## config.mk

```make
export PLATFORM = sky130hd
export DESIGN_NAME = complement_to_2_seq
export DESIGN_NICKNAME = d
export VERILOG_FILES = /design/src/rtl/complement_to_2_seq_pkg.sv /design/src/rtl/complement_to_2_seq_serial_negate_slice.sv /design/src/rtl/complement_to_2_seq.sv
export SDC_FILE = /design/constraint.sdc
export NUM_CORES = 1
export LEC_CHECK = 0
export ABC_AREA = 1
export ABC_CLOCK_PERIOD_IN_PS = 1900
export CAP_MARGIN = 30
export CORE_MARGIN = 8
export CORE_UTILIZATION = 52
export CTS_BUF_LIST = sky130_fd_sc_hd__clkbuf_4
export DETAILED_ROUTE_END_ITERATION = 8
export PLACE_DENSITY = 0.93
export SYNTH_ARGS = -nofsm -noshare
export SYNTH_HDL_FRONTEND = slang
export SYNTH_SLANG_ARGS = --single-unit
```

## constraint.sdc

```tcl
create_clock -name clk -period 1.9 [get_ports clk]
set_input_delay 0.285 -clock clk [delete_from_list [all_inputs] [get_ports clk]]
set_output_delay 0.285 -clock clk [all_outputs]
set_load 0.01 [all_outputs]
```

## src/rtl/complement_to_2_seq_pkg.sv

```systemverilog
// rtl/complement_to_2_seq_pkg.sv - shared states and helpers for the serial two's-complement converter
package complement_pkg;

  localparam int MAX_W = 64;

  typedef logic [1:0] state_t;
  localparam state_t IDLE = 2'd0;
  localparam state_t CONV = 2'd1;
  localparam state_t DONE = 2'd2;

  function automatic int num_digits(input int w, input int digit_w);
    return w / digit_w;
  endfunction

  // A single-digit word still needs a one-bit counter
  function automatic int cnt_width(input int n);
    return (n > 1) ? $clog2(n) : 1;
  endfunction

  function automatic logic [MAX_W-1:0] most_negative(input int w);
    logic [MAX_W-1:0] v;
    v = '0;
    v[w-1] = 1'b1;
    return v;
  endfunction

endpackage

```

## src/rtl/complement_to_2_seq_serial_negate_slice.sv

```systemverilog
// rtl/complement_to_2_seq_serial_negate_slice.sv - one digit of ~a + carry for a single operand
module serial_negate_slice #(
  parameter int DIGIT_W = 1
) (
  input  logic [DIGIT_W-1:0] digit_in,
  input  logic               carry_in,
  input  logic               mask,
  output logic [DIGIT_W-1:0] digit_out,
  output logic               carry_out
);

  logic [DIGIT_W:0] sum;

  assign sum       = {1'b0, ~digit_in} + {{DIGIT_W{1'b0}}, carry_in};
  assign digit_out = mask ? sum[DIGIT_W-1:0] : digit_in;
  assign carry_out = mask ? sum[DIGIT_W] : carry_in;

endmodule

```

## src/rtl/complement_to_2_seq.sv

```systemverilog
// rtl/complement_to_2_seq.sv - digit-serial two's-complement converter; TWOS_SAT_EN saturates negated most-negative values
module complement_to_2_seq #(
  parameter int W       = 8,
  parameter int NUM_OPS = 2,
  parameter int OP_W    = 4,
  parameter int DIGIT_W = 1
) (
  input  logic                    clk,
  input  logic                    rst,
  input  logic                    in_valid,
  output logic                    in_ready,
  input  logic [NUM_OPS*W+OP_W-1:0] in_data,
  input  logic [NUM_OPS-1:0]      neg_mask,
  output logic                    out_valid,
  input  logic                    out_ready,
  output logic [NUM_OPS*W-1:0]    out_ops,
  output logic [OP_W-1:0]         out_op,
  output logic [NUM_OPS-1:0]      out_ovf,
  output logic                    busy
);

  import complement_pkg::*;

  localparam int              NUM_DIGITS = num_digits(W, DIGIT_W);
  localparam int              CNT_W      = cnt_width(NUM_DIGITS);
  localparam logic [CNT_W-1:0] LAST_CNT  = CNT_W'(NUM_DIGITS - 1);
  localparam logic [W-1:0]    MOST_NEG   = W'(most_negative(W));

  state_t               state;
  logic [CNT_W-1:0]     cnt;
  logic [NUM_OPS-1:0]   carry_q;
  logic [NUM_OPS-1:0]   mask_q;
  logic [NUM_OPS-1:0]   carry_next;
  logic [NUM_OPS-1:0]   ovf_next;
  logic [OP_W-1:0]      op_q;
  logic [W-1:0]         ops_q     [NUM_OPS];
  logic [W-1:0]         ops_shift [NUM_OPS];
  logic [NUM_OPS*W-1:0] res_next;
  logic                 accept;
  logic                 last_digit;

  assign in_ready   = (state == IDLE) | ((state == DONE) & out_ready);
  assign accept     = in_valid & in_ready;
  assign out_valid  = (state == DONE);
  assign busy       = (state != IDLE);
  assign last_digit = (cnt == LAST_CNT);

  // Field p (p=0 is the lowest operand field) pairs with mask/ovf bit p.
  // Each operand register rotates right one digit per cycle, so after
  // NUM_DIGITS cycles every converted digit is back in its home position.
  for (genvar p = 0; p < NUM_OPS; p++) begin : g_op
    logic [DIGIT_W-1:0] digit_out;
    logic [W-1:0]       res_op;

    serial_negate_slice #(
      .DIGIT_W(DIGIT_W)
    ) u_slice (
      .digit_in (ops_q[p][DIGIT_W-1:0]),
      .carry_in (carry_q[p]),
      .mask     (mask_q[p]),
      .digit_out(digit_out),
      .carry_out(carry_next[p])
    );

    assign ops_shift[p] = W'({digit_out, ops_q[p]} >> DIGIT_W);
    // Only the most-negative input negates to itself
    assign ovf_next[p]  = mask_q[p] & (ops_shift[p] == MOST_NEG);

`ifdef TWOS_SAT_EN
    assign res_op = ovf_next[p] ? ~MOST_NEG : ops_shift[p];
`else
    assign res_op = ops_shift[p];
`endif

    assign res_next[p*W +: W] = res_op;
  end

  always_ff @(posedge clk or posedge rst) begin
    if (rst) begin
      state   <= IDLE;
      cnt     <= '0;
      carry_q <= '1;
      mask_q  <= '0;
      op_q    <= '0;
      out_ops <= '0;
      out_op  <= '0;
      out_ovf <= '0;
      for (int i = 0; i < NUM_OPS; i++) ops_q[i] <= '0;
    end else if (accept) begin
      state   <= CONV;
      cnt     <= '0;
      carry_q <= '1;
      mask_q  <= neg_mask;
      op_q    <= in_data[OP_W-1:0];
      for (int i = 0; i < NUM_OPS; i++) ops_q[i] <= in_data[OP_W + i*W +: W];
    end else begin
      case (state)
        CONV: begin
          cnt     <= cnt + CNT_W'(1);
          carry_q <= carry_next;
          for (int i = 0; i < NUM_OPS; i++) ops_q[i] <= ops_shift[i];
          if (last_digit) begin
            state   <= DONE;
            out_ops <= res_next;
            out_op  <= op_q;
            out_ovf <= ovf_next;
          end
        end
        DONE: begin
          if (out_ready) state <= IDLE;
        end
        IDLE: ;
        default: state <= IDLE;
      endcase
    end
  end

endmodule

```

==> tab_implementation.tex, run 1 <==
\begin{tabular}{lr}
\hline
Metric & Value \\
\hline
\multicolumn{2}{l}{\textbf{Die}} \\
\quad Total number of placement rows & 24 \\
\quad Die Span X & 82.5 µm \\
\quad Die height & a little over 80 µm \\
\quad Starting utilization of the core area & 0.532 \\
\quad Total Die Area & 0.00681 mm² \\
\quad Floorplan core area & 0.00432 mm² \\
\quad Number of ports placed on the die boundary & 51 \\
\multicolumn{2}{l}{\textbf{Global routing}} \\
\quad Global-route wire length before repair & slightly below 9000 µm \\
\quad Largest net degree at the start of global routing & 52 \\
\quad Via count of the first global-routing pass & 1,975 \\
\quad Combined global-route utilization of all metal layers & 0.168 \\
\quad Final global-route overflow total & 0 \\
\quad Antenna violations before repair & 0 \\
\multicolumn{2}{l}{\textbf{Logic synthesis}} \\
\quad Compound-gate portion of the synthesized area & 0.0848 \\
\quad Sequential share of the synthesized area & 0.555 \\
\quad Adder-Cell Fraction of Synth Area & 0.0217 \\
\quad Synthesized area per cell & 8.79 µm² \\
\quad Yosys reg bits & 51 \\
\quad XOR/XNOR share of the synthesized area & 0 \\
\quad Post-Syn Nets & 292 \\
\quad Syn Inst Count & 262 \\
\quad Mux contribution to synthesized area & 0 \\
\quad Simple-gate share of the synthesized area & 0.258 \\
\quad Post-synthesis cell type count & 21 \\
\quad Main combinational cell family by area after synthesis & simple AND/OR/NAND/NOR gates \\
\quad Number of warnings reported in the yosys synthesis log & 0 \\
\quad Combined area of all synthesized cells & 0.00230 mm² \\
\multicolumn{2}{l}{\textbf{Final layout}} \\
\quad Area of all placed cells without fillers & 0.00291 mm² \\
\quad Most used cells in the layout excluding fill and tap cells & nand2\_1, nand3\_1, dfrtp\_1, clkdlybuf4s50\_1 \\
\quad Ratio of cells with drive above 1 in the final layout & 0.0927 \\
\quad Net count reported at finish & 342 \\
\quad Number of diodes added for antenna fixing & 0 \\
\quad Final core utilization & 0.674 \\
\quad Most common cell after layout, fill and taps aside & nand2\_1 \\
\quad Post-synthesis to final-layout area growth & 26.5\% \\
\multicolumn{2}{l}{\textbf{Drt}} \\
\quad Overall via count from detail\_route & 1,987 \\
\quad Vias/cell & roughly 5.4 \\
\quad Final routed DRC violation total & 0 \\
\quad Detailed-routing iteration count for the pre-antenna-repair pass & 5 \\
\quad Average wire per cell in the routed design & 14.9 µm \\
\quad Violation count after the first detailed-routing iteration & 115 \\
\quad Post-detailed-routing wire length & 5440 µm \\
\quad Remaining number of nets flagged by the antenna check after routing & 0 \\
\multicolumn{2}{l}{\textbf{Pwr}} \\
\quad Standby leakage power & roughly 1.4 nW \\
\quad Internal cell power & around 0.0027 W \\
\quad Power dissipated by switching net loads & 0.00185 W \\
\quad Part of the power in combinational logic & 0.469 \\
\quad Fraction of power spent switching nets & 0.405 \\
\quad Cell Pwr Density & $\sim$1600 mW/mm² \\
\quad Maximum vdd drop & roughly 0.9 mV \\
\quad Sequential cell fraction of total power & 0.420 \\
\quad Clock network fraction of design power & 0.111 \\
\multicolumn{2}{l}{\textbf{Worst setup path}} \\
\quad Worst reg2reg path endpoint & out\_ops[1]\$\_DFFE\_PP0P\_ \\
\quad Data arrival, critical path & about 1.5 ns \\
\quad Class of the most critical setup path & register to primary output \\
\quad CP Launch Type & register \\
\quad Crit path buf inv count & 2 \\
\quad Internal reg-to-reg setup slack & 0.36 ns \\
\quad Critical Path Sink Type & primary output \\
\quad Crit path largest cell delay & between 0.5 and 0.6 ns \\
\quad Crit path required time & 1.62 ns \\
\quad Highest-delay cell along the critical path & clkdlybuf4s50\_1 \\
\quad Startpoint of the lowest-slack register-to-register path & cnt[0]\$\_DFFE\_PP0P\_ \\
\quad Crit-path max FO & 3 \\
\quad Cells along the critical path & inv\_1, nor2\_1, clkdlybuf4s50\_1 \\
\quad R2R cell count & 4 \\
\quad Cell family with the largest share of critical-path delay & buffers and inverters \\
\multicolumn{2}{l}{\textbf{Placement}} \\
\quad HPWL after DPL & 3810 µm \\
\quad Number of buffers inserted by port buffering & 50 \\
\quad Gp weighted congestion & 0.789 \\
\quad Placed inst area & 0.00286 mm² \\
\multicolumn{2}{l}{\textbf{CTS}} \\
\quad CTS tree & done \\
\quad Clock buffers created by TritonCTS & 5 \\
\quad Buffers inserted by post-CTS timing repair & 0 \\
\quad Deepest clock path buffer count & 2 \\
\quad Hold-fix buffers, CTS & 0 \\
\quad Clock H-tree levels & 2 \\
\quad Clock edge transition at the registers on the reported setup and hold paths & 0.15 ns \\
\quad Master cell of the clock root buffer & clkbuf\_4 \\
\quad Clock latency at the later pin of the worst-skew pair & between 0.3 and 0.4 ns \\
\quad Clock net sink count & around 50 \\
\multicolumn{2}{l}{\textbf{STA}} \\
\quad Final setup viols & 0 \\
\quad Shortest clock period the worst path allows after layout & 1.80 ns \\
\quad Peak clock frequency supported by timing & 0.556 GHz \\
\quad Unrepaired setup endpoints after global routing & no \\
\quad Max-slew violations & 0 \\
\quad Worst slack on hold paths & $\sim$0.24 ns \\
\quad Count of endpoints failing hold in the final timing report & 0 \\
\quad Worst-Margin Slew & 0.440 ns \\
\quad Max-slew headroom at the worst pin & 0.706 \\
\quad Clock skew after layout & $\sim$0.013 ns \\
\quad Sum of negative setup slack & 0 ns \\
\quad Final period util & 0.947 \\
\multicolumn{2}{l}{\textbf{Hold path}} \\
\quad Type of the worst min-delay path & input port to asynchronous set/reset pin \\
\multicolumn{2}{l}{\textbf{Outcome}} \\
\quad Outcome & finished clean \\
\multicolumn{2}{l}{\textbf{Flow run}} \\
\quad Maxcap violations & 0 \\
\hline
\end{tabular}
-- cell families (layout without fill, tap and decap cells) --
logic type / Yosys count / after routing
AO/OA/AOI/OAI: 36 / 36
adder cells (fa/ha/maj): 4 / 4
buffers and inverters: 35 / 86
flip-flops: 51 / 51
AND/OR/NAND/NOR: 136 / 136
-- registers in the layout, summed over array words and instances (netlist names) --
name	flops
op_q	4
mask_q	2
carry_q	2
g_op.res_op	14
state	2
out_ovf	2
out_op	4
ops_q	2
cnt	3
out_ops	16
-- cell type report --
type / instances / area [µm²]
tap: 52 / 65.1
fill: 350 / 1410
clock buffer: 6 / 45.0
multi-input combinational: 176 / 840
inverter: 20 / 75.1
timing repair buffer: 58 / 597
sequential: 51 / 1280
clock inverter: 2 / 12.5
-- Yosys cell counts (all sizes together) --
cell type	instances	area, µm²
a21oi	8	43.8
buf	12	97.6
clkbuf	3	11.3
dfrtp	49	1230
dfstp	2	52.6
ha	4	50.1
inv	20	75.1
nand2	67	272
nand3	51	255
nor2	18	67.6
o211ai	2	15.0
o21a	1	7.51
o21ai	25	129
-- power by group through the flow --
stage	registers [W]	clock network, W	logic [W]
detailed placement	0.00194	0	0.00214
global placement	0.00191	0	0.00205
CTS	0.00191	0.000515	0.00215
finish	0.00192	0.000505	0.00214
floorplan	0.00196	0	0.00130
global route	0.00198	0.000554	0.00240
-- worst max path at each step --
| stage | startpoint | to | depth (start not counted) |
|---|---|---|---|
| 2_1_floorplan | rst | cnt[0]$_DFFE_PP0P_ | 1 |
| 3_3_place_gp | out_ready | in_ready | 4 |
| 3_5_place_dp | out_ready | in_ready | 4 |
| 4_1_cts | state[1]$_DFFE_PP0P_ | out_valid | 3 |
| 5_1_grt | state[0]$_DFFE_PP0P_ | busy | 3 |
| 6_report | state[1]$_DFFE_PP0P_ | out_valid | 3 |
-- metal layers --
layer | global-route usage | wire, µm | up-vias
li1 | - | - | 953
met1 | 0.199 | 2190 | 928
met2 | 0.283 | 2710 | 95
met3 | 0.0400 | 460 | 11
met4 | 0.0724 | 85 | 0
met5 | 0 | 0 | -
-- worst reg2reg max path, cell delays in order (launching register included) --
cell and delay, ns:
dfrtp_1 0.45, ha_1 0.23, ha_1 0.21, inv_1 0.34
o21ai_0 0.18
-- through the flow --
stage                     power, W  worst slack [ns]  cells
after floorplan            0.00327             0.389    262
after global placement     0.00396            0.0418    357
after detailed placement   0.00408            0.0472    357
after CTS                  0.00458            0.0764    365
after global routing       0.00493            0.0312    365
final                      0.00456             0.101    365
-- timing repair --
item | CTS | global route
gates resized for setup | 1 | 0
endpoints found under the setup margin | 1 | 0
hold endpoints to repair | 0 | 0
No activity file was read; power rests on OpenSTA's default activity.
==> run 2, diff against run 1 <==
--- a/config.mk
+++ b/config.mk
@@ -12,3 +12,3 @@
 export CORE_UTILIZATION = 52
-export CTS_BUF_LIST = sky130_fd_sc_hd__clkbuf_4
+export CTS_BUF_LIST = sky130_fd_sc_hd__clkbuf_4 sky130_fd_sc_hd__clkbuf_8
 export DETAILED_ROUTE_END_ITERATION = 8
--- a/constraint.sdc
+++ b/constraint.sdc
@@ -3,2 +3,2 @@
 set_output_delay 0.285 -clock clk [all_outputs]
-set_load 0.01 [all_outputs]
+set_load 0.1 [all_outputs]
==> run 2 against run 1 <==
  * Design area grew 0.39%
  * Critical path depth grew 2
  * Cell count grew 0.27%
  * Wire length grew 2.8%
  * Maximum frequency grew 12%
  * Critical endpoint is now state[1]$_DFFE_PP0P_
  * Largest cell class unchanged
==> tab_implementation.tex, run 2 (synthesis results as in run 1) <==
\begin{tabular}{lr}
\hline
Metric & Value \\
\hline
\multicolumn{2}{l}{\textbf{CTS}} \\
\quad Deepest clock path buffer count & 2 \\
\quad CTS tree & done \\
\quad Buffers inserted by post-CTS timing repair & 0 \\
\quad Clock net sink count & 51 \\
\quad Master cell of the clock root buffer & clkbuf\_8 \\
\quad Clock buffers created by TritonCTS & 5 \\
\quad Clock H-tree levels & 2 \\
\quad Clock edge transition at the registers on the reported setup and hold paths & roughly 0.090 ns \\
\quad Hold-fix buffers, CTS & 0 \\
\quad Number of resized instances in the post-cts repair step & 0 \\
\quad Clock latency at the later pin of the worst-skew pair & 0.31 ns \\
\multicolumn{2}{l}{\textbf{STA}} \\
\quad Final setup viols & 0 \\
\quad Sum of negative setup slack & 0 ns \\
\quad Count of endpoints failing hold in the final timing report & 0 \\
\quad Max-slew violations & 0 \\
\quad Peak clock frequency supported by timing & 0.623 GHz \\
\quad Shortest clock period the worst path allows after layout & roughly 1.6 ns \\
\quad Max-slew headroom at the worst pin & 0.686 \\
\quad Clock skew after layout & $\sim$0.0048 ns \\
\quad Final period util & 0.845 \\
\quad Worst-Margin Slew & 0.470 ns \\
\quad Worst slack on hold paths & 0.296 ns \\
\quad Unrepaired setup endpoints after global routing & no \\
\multicolumn{2}{l}{\textbf{Placement}} \\
\quad Gp weighted congestion & around 0.8 \\
\quad Number of buffers inserted by port buffering & 50 \\
\quad HPWL after DPL & 3940 µm \\
\multicolumn{2}{l}{\textbf{Global routing}} \\
\quad Final global-route overflow total & 0 \\
\quad Largest net degree at the start of global routing & 31 \\
\quad Antenna violations before repair & 0 \\
\quad Via count of the first global-routing pass & 1,951 \\
\quad Global-route wire length before repair & $\sim$9100 µm \\
\quad Combined global-route utilization of all metal layers & 0.174 \\
\multicolumn{2}{l}{\textbf{Drt}} \\
\quad Final routed DRC violation total & 0 \\
\quad Post-detailed-routing wire length & 5590 µm \\
\quad Violation count after the first detailed-routing iteration & 147 \\
\quad Vias/cell & 5.39 \\
\quad Remaining number of nets flagged by the antenna check after routing & 0 \\
\quad Detailed-routing iteration count for the pre-antenna-repair pass & 4 \\
\quad Average wire per cell in the routed design & 15.3 µm \\
\quad Overall via count from detail\_route & 1,973 \\
\multicolumn{2}{l}{\textbf{Worst setup path}} \\
\quad Class of the most critical setup path & register to register \\
\quad Critical Path Sink Type & register \\
\quad Crit-path max FO & 23 \\
\quad Data arrival, critical path & 1.78 ns \\
\quad Crit path required time & 2.08 ns \\
\quad CP Launch Type & register \\
\quad R2R cell count & 5 \\
\multicolumn{2}{l}{\textbf{Die}} \\
\quad Total Die Area & 0.00681 mm² \\
\quad Starting utilization of the core area & 0.532 \\
\quad Floorplan core area & approximately 0.0043 mm² \\
\quad Die Span X & $\sim$83 µm \\
\quad Total number of placement rows & 24 \\
\quad Die height & just over 80 µm \\
\quad Number of ports placed on the die boundary & 51 \\
\multicolumn{2}{l}{\textbf{Final layout}} \\
\quad Ratio of cells with drive above 1 in the final layout & 0.182 \\
\quad Number of flip-flops in the largest register & 16 \\
\quad Post-synthesis to final-layout area growth & 27.0\% \\
\quad Number of diodes added for antenna fixing & 0 \\
\quad Largest register by flop count & out\_ops \\
\quad Most common cell after layout, fill and taps aside & nand2\_1 \\
\quad Final core utilization & 0.676 \\
\quad Net count reported at finish & 343 \\
\quad Most used cells in the layout excluding fill and tap cells & nand2\_1, nand3\_1, dfrtp\_1, buf\_4, clkdlybuf4s50\_1 \\
\multicolumn{2}{l}{\textbf{Outcome}} \\
\quad Outcome & finished clean \\
\multicolumn{2}{l}{\textbf{Flow run}} \\
\quad Maxcap violations & 0 \\
\multicolumn{2}{l}{\textbf{Hold path}} \\
\quad Type of the worst min-delay path & input port to asynchronous set/reset pin \\
\hline
\end{tabular}
-- run 2: area by class of cell --
type | count | area, µm²
Clock buffer | 7 | 90.1
Multi-Input combinational cell | 176 | 842
Clock inverter | 1 | 5.00
Timing Repair Buffer | 59 | 568
Sequential cell | 51 | 1280
Inverter | 20 | 75.1
Fill cell | 341 | 1400
Tap cell | 52 | 65.1
-- run 2: per-stage QoR --
| step | instances | setup slack, ns | cell area (µm²) |
|---|---|---|---|
| 6_report | 366 | 0.295 | 2920 |
| 5_1_grt | 366 | 0.157 | 2920 |
| 4_1_cts | 366 | 0.303 | 2920 |
| 3_5_place_dp | 358 | 0.323 | 2830 |
| 3_3_place_gp | 358 | 0.356 | 2830 |
| 2_1_floorplan | 262 | 0.382 | 2300 |
-- run 2: final timing paths --
check                                            start  slack [ns]                     end
worst max-delay path                cnt[0]$_DFFE_PP0P_        0.30    state[1]$_DFFE_PP0P_
worst min-delay path                               rst        0.30  out_ops[5]$_DFFE_PP0P_
worst max register to register      cnt[0]$_DFFE_PP0P_        0.30    state[1]$_DFFE_PP0P_
worst min register to register  out_ops[6]$_DFFE_PP0P_        0.48  out_ops[6]$_DFFE_PP0P_
max in group asynchronous                          rst        1.11  out_ops[0]$_DFFE_PP0P_
min in group clk                out_ops[6]$_DFFE_PP0P_        0.48  out_ops[6]$_DFFE_PP0P_
-- run 2: layer usage --
layer  routed length, µm  up-vias  track usage
met5                   0        -            0
met4                 106        0       0.0741
li1                    -      953            -
met3                 415       12       0.0498
met1                2280      939        0.211
met2                2790       69        0.285
-- run 2: critical path, cell delays in order (launching register included) --
cell     delay [ns]
dfrtp_1        0.41
ha_1           0.21
ha_1           0.22
nand2_2        0.18
buf_4          0.30
o21ai_0        0.14
Power of run 2 is left out: the tool's default activity adds up to more than one toggle a clock period on the data nets, which glitch-free logic cannot reach.
==> run 3, diff against run 2 <==
Settings changed: ABC_CLOCK_PERIOD_IN_PS 1900 to 1630.
Clock period 1.9 ns to 1.63 ns, I/O delays scaled along.
==> run 3 against run 2 <==
  * Clock skew is 0.0053 ns higher
  * Count of clock-buffer cells in the layout stayed put
  * Design area up 10%
  * Non-clock buffer count increased by 1
  * Wire length grew 3.4%
  * Utilization increased by 6.8 points
  * Die area stayed put
  * Sequential share of layout area fell by 4.0 points
  * Global-route usage up 0.95 points
  * Highest routed layer unchanged
==> tab_implementation.tex, run 3 (synthesis results as in run 1) <==
\begin{tabular}{lr}
\hline
Metric & Value \\
\hline
\multicolumn{2}{l}{\textbf{Drt}} \\
\quad Overall via count from detail\_route & 2,022 \\
\quad Remaining number of nets flagged by the antenna check after routing & 0 \\
\quad Detailed-routing iteration count for the pre-antenna-repair pass & 5 \\
\quad Post-detailed-routing wire length & 5780 µm \\
\quad Final routed DRC violation total & 0 \\
\quad Violation count after the first detailed-routing iteration & 220 \\
\quad Vias/cell & $\sim$5.5 \\
\quad Average wire per cell in the routed design & 15.8 µm \\
\multicolumn{2}{l}{\textbf{Final layout}} \\
\quad Number of flip-flops in the largest register & 16 \\
\quad Largest register by flop count & out\_ops \\
\quad Area used by multi-input combinational logic & 842 µm² \\
\quad Post-synthesis to final-layout area growth & 39.8\% \\
\quad Area used by sequential logic in the layout & 0.00128 mm² \\
\quad Ratio of cells with drive above 1 in the final layout & 0.184 \\
\quad Layout filler cell count & 299 \\
\quad Final core utilization & 0.745 \\
\quad Most used cells in the layout excluding fill and tap cells & nand2\_1, nand3\_1, dfrtp\_1, buf\_12, clkdlybuf4s50\_1 \\
\quad Most common cell after layout, fill and taps aside & nand2\_1 \\
\quad Net count reported at finish & 344 \\
\quad Number of diodes added for antenna fixing & 0 \\
\quad Area of all placed cells without fillers & 0.00322 mm² \\
\multicolumn{2}{l}{\textbf{CTS}} \\
\quad Buffers inserted by post-CTS timing repair & 0 \\
\quad Clock buffers created by TritonCTS & 5 \\
\quad Hold-fix buffers, CTS & 0 \\
\quad Clock H-tree levels & 2 \\
\quad Clock net sink count & 51 \\
\quad Number of resized instances in the post-cts repair step & 0 \\
\quad Master cell of the clock root buffer & clkbuf\_8 \\
\quad Clock latency at the later pin of the worst-skew pair & 0.31 ns \\
\quad CTS tree & done \\
\quad Deepest clock path buffer count & 2 \\
\quad Clock edge transition at the registers on the reported setup and hold paths & 0.09 ns \\
\multicolumn{2}{l}{\textbf{Die}} \\
\quad Number of ports placed on the die boundary & 51 \\
\quad Die height & 82.5 µm \\
\quad Floorplan core area & $\sim$0.0043 mm² \\
\quad Starting utilization of the core area & 0.532 \\
\quad Total Die Area & 0.00681 mm² \\
\quad Die Span X & a little over 80 µm \\
\quad Total number of placement rows & 24 \\
\multicolumn{2}{l}{\textbf{Global routing}} \\
\quad Routing usage on met3 & 0.0411 \\
\quad Busiest layer in global routing & met2 \\
\quad Global routing met1 resource utilization & 0.221 \\
\quad Antenna violations before repair & 0 \\
\quad Largest net degree at the start of global routing & 52 \\
\quad Final global-route overflow total & 0 \\
\quad Combined global-route utilization of all metal layers & 0.184 \\
\quad Via count of the first global-routing pass & 2,068 \\
\quad M2 GR Usage & 0.314 \\
\quad Global-route wire length before repair & about 9700 µm \\
\multicolumn{2}{l}{\textbf{STA}} \\
\quad Shortest clock period the worst path allows after layout & 1.51 ns \\
\quad Unrepaired setup endpoints after global routing & no \\
\quad Clock skew after layout & 0.0101 ns \\
\quad Max-slew violations & 0 \\
\quad Peak clock frequency supported by timing & around 0.66 GHz \\
\quad Final period util & 0.927 \\
\quad Sum of negative setup slack & 0 ns \\
\quad Count of endpoints failing hold in the final timing report & 0 \\
\quad Final setup viols & 0 \\
\quad Worst-Margin Slew & 0.422 ns \\
\quad Worst slack on hold paths & 0.293 ns \\
\quad Max-slew headroom at the worst pin & 0.719 \\
\multicolumn{2}{l}{\textbf{Placement}} \\
\quad HPWL after DPL & 4150 µm \\
\quad Gp weighted congestion & 0.823 \\
\quad Number of buffers inserted by port buffering & 50 \\
\quad Placed inst area & 0.00312 mm² \\
\multicolumn{2}{l}{\textbf{Worst setup path}} \\
\quad Setup crit end & in\_ready \\
\quad Critical Path Sink Type & primary output \\
\quad CP Launch Type & input port \\
\quad Class of the most critical setup path & input port to primary output \\
\quad Crit-path max FO & 3 \\
\quad Worst reg2reg path endpoint & out\_ops[15]\$\_DFFE\_PP0P\_ \\
\quad Start point of the critical path & out\_ready \\
\quad Startpoint of the lowest-slack register-to-register path & cnt[0]\$\_DFFE\_PP0P\_ \\
\quad Data arrival, critical path & 1.27 ns \\
\quad Internal reg-to-reg setup slack & 0.14 ns \\
\quad R2R cell count & 4 \\
\quad Crit path required time & 1.39 ns \\
\multicolumn{2}{l}{\textbf{Hold path}} \\
\quad Type of the worst min-delay path & input port to asynchronous set/reset pin \\
\multicolumn{2}{l}{\textbf{Flow run}} \\
\quad Maxcap violations & 0 \\
\multicolumn{2}{l}{\textbf{Outcome}} \\
\quad Outcome & finished clean \\
\hline
\end{tabular}
run 3: cell types whose count changed in the layout (fill, tap and decap cells not counted), sizes merged:
cell  previous run  this run
buf             34        35
run 3: layout make-up:
| class | count | share of cell area |
|---|---|---|
| Clock buffer | 7 | 0.0280 |
| Clock inverter | 1 | 0.00155 |
| Sequential cell | 51 | 0.397 |
| Tap cell | 52 | 0.0202 |
| Multi-Input combinational cell | 176 | 0.262 |
| Timing Repair Buffer | 60 | 0.268 |
| Inverter | 20 | 0.0233 |
run 3: through the flow:
stage | cells | setup slack, ns
3_5_place_dp | 359 | 0.109
2_1_floorplan | 262 | 0.148
6_report | 367 | 0.119
5_1_grt | 367 | 0.0336
4_1_cts | 367 | 0.105
3_3_place_gp | 359 | 0.128
run 3: critical path, cell delays in order:
cell and delay (ns):
clkdlybuf4s50_1 0.46, inv_1 0.06, a21oi_2 0.28, buf_12 0.22
run 3: layer usage:
metal	wire (µm)	part of all wire	vias to the layer above
met5	0	0	-
met4	117	0.020	0
met3	389	0.067	14
met2	2950	0.51	84
met1	2320	0.40	968
li1	-	-	956
run 3: worst min path at each step:
stage / from / end / slack [ns] / cells after the start
3_5_place_dp: cnt[0]$_DFFE_PP0P_ / cnt[0]$_DFFE_PP0P_ / 0.48 / 1
4_1_cts: rst / out_ops[6]$_DFFE_PP0P_ / 0.31 / 3
2_1_floorplan: in_data[0] / op_q[0]$_DFFE_PP0P_ / 0.40 / 2
3_3_place_gp: cnt[0]$_DFFE_PP0P_ / cnt[0]$_DFFE_PP0P_ / 0.46 / 1
6_report: rst / out_ops[9]$_DFFE_PP0P_ / 0.29 / 3
5_1_grt: rst / out_ops[9]$_DFFE_PP0P_ / 0.34 / 3
Power of run 3 is left out for the same reason.
